==> src/rtl/pixel_point_fetch.sv <==
`default_nettype none
// +--------------------------------------------------------------------+
// | pixel_point_fetch : coordinate -> frame-buffer read -> 1-bit pixel  |
// | Rev 1.0                                                             |
// +--------------------------------------------------------------------+
module pixel_point_fetch #(
  parameter int IMG_W     = 640,
  parameter int IMG_H     = 480,
  parameter int ADDR_W    = 19,
  parameter int DATA_W    = 8,
  parameter int BASE_ADDR = 0,
  parameter int THRESH    = 128,
  parameter int TIMEOUT   = 255
) (
  input  logic              clk,
  input  logic              rst,
  input  logic              pt_req,
  input  logic [9:0]        coordinate_x,
  input  logic [9:0]        coordinate_y,
  output logic              Ans_valid,
  output logic              pt_pixl_value,
  output logic              rd_req,
  output logic [ADDR_W-1:0] rd_addr,
  input  logic              rd_ack,
  input  logic              rd_valid,
  input  logic [DATA_W-1:0] rd_data,
  output logic              busy,
  output logic              timeout_err
);

  localparam logic [2:0] c_IDLE = 3'd0;
  localparam logic [2:0] c_CALC = 3'd1;
  localparam logic [2:0] c_REQ  = 3'd2;
  localparam logic [2:0] c_WAIT = 3'd3;
  localparam logic [2:0] c_RESP = 3'd4;
  localparam logic [7:0] c_TMO  = 8'(TIMEOUT);

  logic [2:0]        r_state;
  logic [2:0]        w_state_nxt;
  logic              r_armed;
  logic [9:0]        r_x;
  logic [9:0]        r_y;
  logic [7:0]        r_tmo_cnt;
  logic              r_ans_valid;
  logic              r_pix;
  logic              r_rd_req;
  logic [ADDR_W-1:0] r_rd_addr;
  logic              r_busy;
  logic              r_tmo_err;
  logic              w_oob;
  logic              w_black;
  logic              w_accept;
  logic [ADDR_W-1:0] w_addr_lin;

  assign w_oob      = (32'(r_x) >= 32'(IMG_W)) || (32'(r_y) >= 32'(IMG_H));
  assign w_black    = (32'(rd_data) < 32'(THRESH));
  assign w_accept   = pt_req && r_armed;
  assign w_addr_lin = ADDR_W'(BASE_ADDR) + ADDR_W'(r_y) * ADDR_W'(IMG_W) + ADDR_W'(r_x);

  always_comb begin
    w_state_nxt = r_state;
    case (r_state)
      c_IDLE:  if (w_accept) w_state_nxt = c_CALC;
      c_CALC:  w_state_nxt = w_oob ? c_RESP : c_REQ;
      c_REQ:   if (rd_ack) w_state_nxt = rd_valid ? c_RESP : c_WAIT;
      c_WAIT:  if (rd_valid || (r_tmo_cnt == c_TMO)) w_state_nxt = c_RESP;
      c_RESP:  w_state_nxt = c_IDLE;
      default: w_state_nxt = c_IDLE;
    endcase
  end

  always_ff @(posedge clk) begin
    if (rst) begin
      r_state     <= c_IDLE;
      r_armed     <= 1'b1;
      r_x         <= '0;
      r_y         <= '0;
      r_tmo_cnt   <= '0;
      r_ans_valid <= 1'b0;
      r_pix       <= 1'b0;
      r_rd_req    <= 1'b0;
      r_rd_addr   <= '0;
      r_busy      <= 1'b0;
      r_tmo_err   <= 1'b0;
    end else begin
      r_state     <= w_state_nxt;
      r_busy      <= (w_state_nxt != c_IDLE);
      r_ans_valid <= (w_state_nxt == c_RESP);
      // Re-arming only on a low pt_req stops a still-held request being taken twice
      if (!pt_req) begin
        r_armed <= 1'b1;
      end else if ((r_state == c_IDLE) && r_armed) begin
        r_armed <= 1'b0;
      end
      case (r_state)
        c_IDLE: begin
          if (w_accept) begin
            r_x <= coordinate_x;
            r_y <= coordinate_y;
          end
        end
        c_CALC: begin
          r_rd_addr <= w_addr_lin;
          if (w_oob) r_pix <= 1'b0;
          else       r_rd_req <= 1'b1;
        end
        c_REQ: begin
          if (rd_ack) begin
            r_rd_req <= 1'b0;
            if (rd_valid) r_pix <= w_black;
          end
        end
        c_WAIT: begin
          r_tmo_cnt <= r_tmo_cnt + 8'd1;
          if (rd_valid) begin
            r_pix <= w_black;
          end else if (r_tmo_cnt == c_TMO) begin
            r_pix     <= 1'b0;
            r_tmo_err <= 1'b1;
          end
        end
        c_RESP:  r_tmo_cnt <= '0;
        default: r_tmo_cnt <= '0;
      endcase
    end
  end

  assign Ans_valid     = r_ans_valid;
  assign pt_pixl_value = r_pix;
  assign rd_req        = r_rd_req;
  assign rd_addr       = r_rd_addr;
  assign busy          = r_busy;
  assign timeout_err   = r_tmo_err;

endmodule
`default_nettype wire

==> config.mk <==
export PLATFORM = sky130hd
export DESIGN_NAME = pixel_point_fetch
export DESIGN_NICKNAME = d
export VERILOG_FILES = /design/src/rtl/pixel_point_fetch.sv
export SDC_FILE = /design/constraint.sdc
export NUM_CORES = 1
export LEC_CHECK = 0
export ABC_CLOCK_PERIOD_IN_PS = 3000
export CORE_ASPECT_RATIO = 0.7
export CORE_MARGIN = 2
export CORE_UTILIZATION = 51
export DETAILED_ROUTE_END_ITERATION = 8
export GPL_TIMING_DRIVEN = 0
export MAX_ROUTING_LAYER = met4
export PLACE_DENSITY = 0.78
export SYNTH_ARGS = -nofsm -noshare
export SYNTH_HDL_FRONTEND = slang
export SYNTH_SLANG_ARGS = --single-unit
==> constraint.sdc <==
create_clock -name clk -period 3 [get_ports clk]
set_input_delay 0.6 -clock clk [delete_from_list [all_inputs] [get_ports clk]]
set_output_delay 0.6 -clock clk [all_outputs]
set_load 0.05 [all_outputs]
== Word-level counts from Yosys, hierarchy flattened ==
Cells that the tools add are included.

* Add/sub/neg operators: 2
* $mul: 1
* Magnitude comparators: 3
* Eq/ne operators: 10
* Muxes and demuxes: 16
* Bitwise logic cells: 2
* Reductions and logical operators: 14

{| class="wikitable"
|+ Operators by type and width
! operator !! count
|-
| 19-bit by 10-bit adder with 19-bit output || 1
|-
| 8-bit one-hot mux with 2 select lines || 1
|-
| 3-bit 2-to-1 mux || 5
|-
| 10-bit by 3-bit multiplier with 12-bit output, second input constant || 1
|-
| 3-bit one-hot mux with 4 select lines || 1
|-
| 10-bit greater-or-equal comparator, second input constant || 1
|-
| 10-bit by 9-bit greater-or-equal comparator with 1-bit output, second input constant || 1
|-
| 8-bit by 1-bit adder with 8-bit output, second input constant || 1
|-
| 8-bit == test, second input constant || 1
|-
| 8-bit < comparator, second input constant || 1
|-
| 2-bit != test, second input constant || 4
|-
| 1-bit 2-to-1 mux || 7
|-
| 3-bit by 2-bit == test with 1-bit output, second input constant || 2
|-
| 3-bit AND reduction || 2
|-
| 3-bit nonzero test || 2
|-
| 5-bit AND reduction || 1
|-
| 3-bit by 1-bit == test with 1-bit output, second input constant || 1
|-
| 3-bit == test, second input constant || 1
|-
| 3-bit zero test || 1
|-
| 3-bit != test, second input constant || 1
|-
| 1-bit one-hot mux with 3 select lines || 1
|-
| 3-bit OR reduction || 1
|-
| 1-bit logical AND || 2
|-
| 1-bit logical OR || 2
|-
| other kinds (5) || 6
|}

* Bits in registers: 56
* Input bits: 33
* Logic and storage cells: 59

== Depth between registers and ports, before layout ==
Gate-level depths: netlist of run 1.

* Depth after elaboration: 5
* Depth in mapped cells: 9
* Mapped depth without buffers: 9

== Worst setup path after synthesis of run 1 ==
No wires, ideal clock.

* Kind: register -> register
* Start: register r_y[1]
* End: register r_rd_addr[18] (netlist: rd_addr[18])
* Library setup time: 0.079 ns
* Arrival time: 2.617 ns
* Required time: 2.921 ns
* Path slack: 0.303 ns
* Stages on the path, launching flop included: 10
* Path buffers: 0
* Period minus slack after synthesis: 2.697 ns
* Cells stage by stage: dfxtp_1 > ha_1 > ha_1 > fa_1 > a211o_1 > a2111oi_0 > a211o_2 > nand4b_1 > xnor3_1 > a211oi_2

* Longest elaborated chain between the ends: 2

{| class="wikitable"
|+ Ends and longest elaborated chain
! item !! RTL line !! text
|-
| start, declared || 42 || <nowiki>logic [9:0] r_y;</nowiki>
|-
| start signal, assigned || 99 || <nowiki>r_y <= coordinate_y;</nowiki>
|-
| 10-bit by 3-bit multiplier with 12-bit output || 58 || <nowiki>assign w_addr_lin = ADDR_W'(BASE_ADDR) + ADDR_W'(r_y) * ADDR_W'(IMG_W) + ADDR_W'(r_x);</nowiki>
|-
| 19-bit by 10-bit adder with 19-bit output || 58 ||
|-
| end signal, assigned || 103 || <nowiki>r_rd_addr <= w_addr_lin;</nowiki>
|-
| end, declared || 47 || <nowiki>logic [ADDR_W-1:0] r_rd_addr;</nowiki>
|}

No other way between the ends.
A chain may end at the register's enable or synchronous reset.

== Final worst setup path of run 1 ==
Same ends and word-level chain as after synthesis.

==> results_dict.tcl, run 1 <==
set metrics [dict create \
    status "complete, no violations" \
    final_area_mm2 0.00356 \
    vdd_drop_max_uv 291 \
    first_global_vias 2434 \
    fin_crit_sh_pct 96.0 \
    setup_violations 0 \
    multi_input_area_mm2 0.00163 \
    area_growth_pct 24.1 \
    n_fill_cell 478 \
    tns_ns 0 \
    synth_ff_type "dfxtp_1" \
    crit_arrival_ns 3.12 \
    synth_edf_count 0 \
    route.detailed.drc 0 \
    first_pass_iters 4 \
    critPathKind "reg2reg" \
    ys_types 50 \
    syn-cell-area_mm2 0.00287 \
    ys_seq_area_share_pct 39.1 \
    final_critical_path_setup_slack_ns 0.121 \
    grt-ovfl-total 0 \
    antenna_found_initial 0 \
    rows 22 \
    worst_setup_hold_path_clk_slew_ns 0.11 \
    nets 453 \
    dp_hpwl_mm 5.16 \
    dieArea_mm2 0.00625 \
    crit_path_start_kind "register" \
    fp.dieW_um 93.6 \
    vias 2569 \
    top_usage_layer "met2" \
    hold_viol_final 0 \
    grt_pass1_wl_mm 11.5 \
    drt-initial-drc-count 142 \
    end_kind "register" \
    postSynthCellCount 343 \
    antenna_cells 0 \
    synth_nets 398 \
    cts_buffers 5 \
    met3_usage_pct 5.66 \
    io_pins 57 \
    met1_usage_pct 33.7 \
    p_total_w 0.00183 \
    crit_required_ns 3.24 \
    ctsHoldBuffers 0 \
    synthArstFlopShare_pct 0 \
    cts_root_buffer "clkbuf_8" \
    hp-class "reg2reg" \
    port_buffers 48 \
    ys_warn_count 0 \
    wire_per_inst_um 14.5 \
    chipHeight_um 66.8 \
    core_area_mm2 0.00534 \
    slew_violations 0 \
    crit_chain "ha_1, ha_1, fa_2, o211ai_1, or3_4, nor4_4, nand4b_1, xnor3_1, a211oi_2" \
    worst_hold_slack_ns 0.454 \
    p_leak_nw 1.36 \
    slowest_stage "fa_2" \
    track_usage_pct 24.5 \
    tightest_slew_ns 0.580 \
    gr-usage-met2_pct 36.9 \
    place.gp.congestion 0.841 \
    cts_tree "done" \
    slowest_delay_ns 0.57 \
    viasPerCell 5.45 \
    start_util_pct 53.7 \
    maxSlewHeadroom_pct 61.3 \
    fin_crit_ns 2.88 \
    cts_setup_buffers 0 \
    crit_top_cell "ha_1" \
    wl_mm 6.85 \
    clock-sinks 56 \
    clock_skew_ns 0.0132 \
    ant_nets 0 \
    cts_resized 1 \
    synth-seq-cells 56 \
    power.density_mw_per_mm2 513 \
    cts_max_level 2 \
    cts_buffer_depth 2 \
    placed_area_mm2 0.00344 \
    clk_latency_ns 0.32 \
    maxCapViolCount 0 \
    worstPathMaxFanout 4 \
    drive_gt1_share_pct 6.27 \
    rsz0062_at_grt "no" \
    regArea_mm2 0.00112 \
    dpl_worst_slack_ns 0.0600 \
    grt_max_degree 18 \
    synth_area_per_cell_um2 8.36 \
    max_freq_ghz 0.347 \
]
## cell usage in the layout (no fill, tap or decap), types with 2 or more instances in the layout
cell and count:
nor2b_1 5, or3_1 2, a21oi_1 43, nand3_1 6, xnor2_1 6, clkdlybuf4s50_1 48, nand2_1 71, nand4_1 5
xor2_1 11, clkbuf_8 6, o211ai_1 3, a211oi_1 9, dfxtp_1 55, clkbuf_1 14, buf_6 3, inv_1 7
ha_1 20, and3_1 2, nor2_1 31, a31oi_1 2, nor3_1 5, or2_2 2, a211oi_2 3, o21ai_0 9
## path summary, 6_finish.rpt
path | start | to | slack [ns] | cells after the start
setup / recovery | r_y[1] | rd_addr[18] | 0.12 | 9
setup reg to reg | r_y[1] | rd_addr[18] | 0.12 | 9
hold reg to reg | r_x[1] | rd_addr[1] | 0.45 | 2
hold / removal | r_x[1] | rd_addr[1] | 0.45 | 2
## per-layer routing
metal | share of wire [%] | up-vias
li1 | - | 1296
met1 | 49 | 1176
met2 | 43 | 87
met3 | 7.2 | 10
met4 | 0.99 | 0
met5 | 0 | -
## power by group
| group | leakage, nW | switching [W] | total (W) | internal, W |
|---|---|---|---|---|
| Combinational | 0.844 | 0.000298 | 0.000493 | 0.000195 |
| Clock | 0.0558 | 0.000255 | 0.000508 | 0.000253 |
| Sequential | 0.457 | 0.0000341 | 0.000828 | 0.000794 |
| Total | 1.36 | 0.000587 | 0.00183 | 0.00124 |
## critical path: cells and delay by family, from the launching register on
family | cells | cell delay, ns
AO/OA/AOI/OAI | 2 | 0.31
adder cells (fa/ha/maj) | 3 | 1.10
AND/OR/NAND/NOR | 3 | 0.80
XOR/XNOR | 1 | 0.23
flip-flops | 1 | 0.35
## logic make-up (layout without fill, tap and decap cells)
| logic type | count (synthesis) | in the layout | share of synthesized area, % |
|---|---|---|---|
| flops | 56 | 56 | 39.1 |
| compound gates | 85 | 85 | 18.8 |
| buf+inv | 24 | 80 | 4.27 |
| xor+xnor | 18 | 18 | 5.97 |
| fa+ha+maj | 22 | 22 | 10.1 |
| simple gates | 138 | 138 | 21.8 |
## synth_stat cells (all sizes together) (2+ instances only)
master	number	area [um^2]
nand2	71	267
dfxtp	56	1120
a21oi	44	224
nor2	31	116
ha	20	250
clkbuf	14	62.6
a211oi	12	105
xor2	11	96.3
o21ai	9	45.0
inv	7	26.3
nand3	6	30.0
xnor2	6	52.6
nand4	5	31.3
nor2b	5	31.3
nor3	5	25.0
buf	3	33.8
o211ai	3	22.5
or3	3	23.8
a211o	2	18.8
a221o	2	21.3
a31oi	2	12.5
and3	2	12.5
fa	2	40.0
or2	2	12.5
## stage by stage
stage          util [%]  std cells
2_1_floorplan         -        343
3_3_place_gp       64.4        463
3_5_place_dp       64.4        463
4_1_cts            66.5        471
5_1_grt            66.7        471
6_report           66.7        471
## registers in the layout (all words and copies together), names as in the netlist, 3 cells and up
| name | count |
|---|---|
| rd_addr | 19 |
| r_x | 10 |
| r_y | 10 |
| r_tmo_cnt | 8 |
| r_state | 3 |
## area by class of cell
cell class              instances  share of cell area, %
clock inverters                 2                   1.09
inverters                       7                  0.738
repair buffers                 48                   13.5
well taps                      72                   2.53
multi-input cells             263                   45.9
plain buffers                  17                   2.71
flip-flops and latches         56                   31.5
clock buffers                   6                   2.04
No activity file was read; power rests on OpenSTA's default activity.
==> run 2, diff against run 1 <==
ABC_AREA = 0   (was not set)
ABC_CLOCK_PERIOD_IN_PS = 3400   (was 3000)
CORE_UTILIZATION = 55   (was 51)
PLACE_DENSITY = 0.83   (was 0.78)
clock period = 3.4 ns   (was 3 ns; I/O delays follow)
==> run 2 against run 1 <==
Net effect:
- clock skew is 0.0084 ns lower
- non-clock buffer count is the same
- hold slack better by 0.0044 ns
- utilization increased by 5.5 points
- die area fell by 6.9%
- first-iteration DRC count is 34% higher
- cell count decreased by 0.64%
- clock power shrank 14%
- sequential power down 12%
- critical path type unchanged
==> results_dict.tcl, run 2 (synthesized netlist as in run 1, its figures left out) <==
set metrics [dict create \
    placed_area_mm2 0.00344 \
    max_freq_ghz 0.318 \
    stdcell_count 468 \
    tightest_slew_ns 0.568 \
    final_area_mm2 0.00355 \
    cts_max_level 2 \
    place.gp.congestion 0.855 \
    track_usage_pct 24.8 \
    power_frac_clock_pct 27.4 \
    antenna_cells 0 \
    p_seq_share_pct 45.6 \
    dp_cells 460 \
    largest_register_ffs 19 \
    grt-ovfl-total 0 \
    grt_max_degree 18 \
    met3_usage_pct 5.58 \
    first_pass_iters 5 \
    hp-class "reg2reg" \
    io_pins 57 \
    vias 2574 \
    critPathKind "reg2reg" \
    rows 21 \
    gr-usage-met2_pct 38.4 \
    cts_setup_buffers 0 \
    fp.dieW_um 90.3 \
    internal_power_w 0.00109 \
    cts_resized 0 \
    mostFrequentLayoutCells "nand2_1 (71), dfxtp_1 (56), clkdlybuf4s50_1 (48), a21oi_1 (43), nor2_1 (31)" \
    cts_root_buffer "clkbuf_8" \
    status "complete, no violations" \
    setup_violations 0 \
    crit_path_start_kind "register" \
    grt_pass1_wl_mm 11.3 \
    wire_per_inst_um 14.2 \
    p_sw_share_pct 31.7 \
    met1_usage_pct 33.9 \
    clk_latency_ns 0.31 \
    dpl_worst_slack_ns 0.390 \
    dp_hpwl_mm 4.91 \
    ant_nets 0 \
    first_global_vias 2404 \
    final_critical_path_setup_slack_ns 0.253 \
    nets 453 \
    viasPerCell 5.50 \
    port_buffers 48 \
    ctsHoldBuffers 0 \
    maxSlewHeadroom_pct 62.1 \
    area_growth_pct 23.6 \
    route.detailed.drc 0 \
    drt-initial-drc-count 190 \
    top_usage_layer "met2" \
    rsz0062_at_grt "no" \
    cts_buffers 5 \
    cts_tree "done" \
    clock-sinks 56 \
    core_area_mm2 0.00491 \
    wl_mm 6.64 \
    p_sw_w 0.000508 \
    fin_crit_sh_pct 92.6 \
    worstPathMaxFanout 4 \
    fin_crit_ns 3.15 \
    p_leak_nw 1.36 \
    worst_setup_hold_path_clk_slew_ns 0.10 \
    worst_hold_slack_ns 0.458 \
    crit_arrival_ns 3.39 \
    power.density_mw_per_mm2 451 \
    antenna_found_initial 0 \
    slew_violations 0 \
    tns_ns 0 \
    end_kind "register" \
    start_util_pct 58.4 \
    final_common_cell "nand2_1" \
    maxCapViolCount 0 \
    dieArea_mm2 0.00582 \
    drive_gt1_share_pct 5.51 \
    cts_buffer_depth 2 \
    vdd_drop_max_uv 267 \
    hold_viol_final 0 \
    clock_skew_ns 0.00484 \
    chipHeight_um 64.4 \
    combPwrFrac_pct 26.9 \
    crit_required_ns 3.64 \
]
[run 2: changes by cell type in the layout (fill, tap and decap cells not counted)]
cell       delta
a2111oi_2     -1
dfxtp_1       +1
fa_1          +1
dfxtp_2       -1
a2111oi_0     +1
fa_2          -1
[run 2: path summary, 6_finish.rpt]
| check | from | endpoint | slack [ns] | cells past startpoint |
|---|---|---|---|---|
| worst max-delay path | r_y[1] | rd_addr[18] | 0.25 | 9 |
| worst min-delay path | r_x[5] | rd_addr[5] | 0.46 | 2 |
| worst max register to register | r_y[1] | rd_addr[18] | 0.25 | 9 |
| worst min register to register | r_x[5] | rd_addr[5] | 0.46 | 2 |
[run 2: final cells by class]
class                           instances  area [um^2]
Buffer                                 17         96.3
Clock buffer                            6         72.6
Clock inverter                          2         38.8
Fill cell                             395         1370
Inverter                                7         26.3
Multi-Input combinational cell        263         1630
Sequential cell                        56         1120
Tap cell                               69         86.3
Timing Repair Buffer                   48          480
[run 2: metrics by stage]
step	utilization, %	power [W]
after floorplan	-	0.00104
after global placement	69.9	0.00116
after detailed placement	69.9	0.00117
after CTS	72.2	0.00160
after global routing	72.2	0.00169
final	72.2	0.00160
[run 2: power groups by stage]
| stage | clock network, W | logic, W | registers, W |
|---|---|---|---|
| 2_1_floorplan | 0 | 0.000233 | 0.000805 |
| 3_3_place_gp | 0 | 0.000416 | 0.000743 |
| 3_5_place_dp | 0 | 0.000424 | 0.000745 |
| 4_1_cts | 0.000445 | 0.000429 | 0.000730 |
| 5_1_grt | 0.000482 | 0.000469 | 0.000737 |
| 6_report | 0.000439 | 0.000431 | 0.000730 |
[run 2: metal layers]
layer  vias up  part of all wire [%]
li1       1299                     -
met1      1187                    49
met2        84                    44
met3         4                   6.8
met4         0                  0.32
met5         -                     0
[run 2: critical path, stage by stage, from the launching register on]
cell       delay, ns
dfxtp_1         0.44
ha_1            0.27
ha_1            0.24
fa_1            0.48
a211o_1         0.38
a2111oi_0       0.49
a211o_2         0.21
nand4b_1        0.15
xnor3_1         0.22
a211oi_2        0.21
==> run 3, diff against run 2 <==
CAP_MARGIN = 10   (was not set)
HOLD_SLACK_MARGIN = 0.08   (was not set)
==> results of run 3 <==
No change in the layout: final DEF, timing and power equal those of run 2.
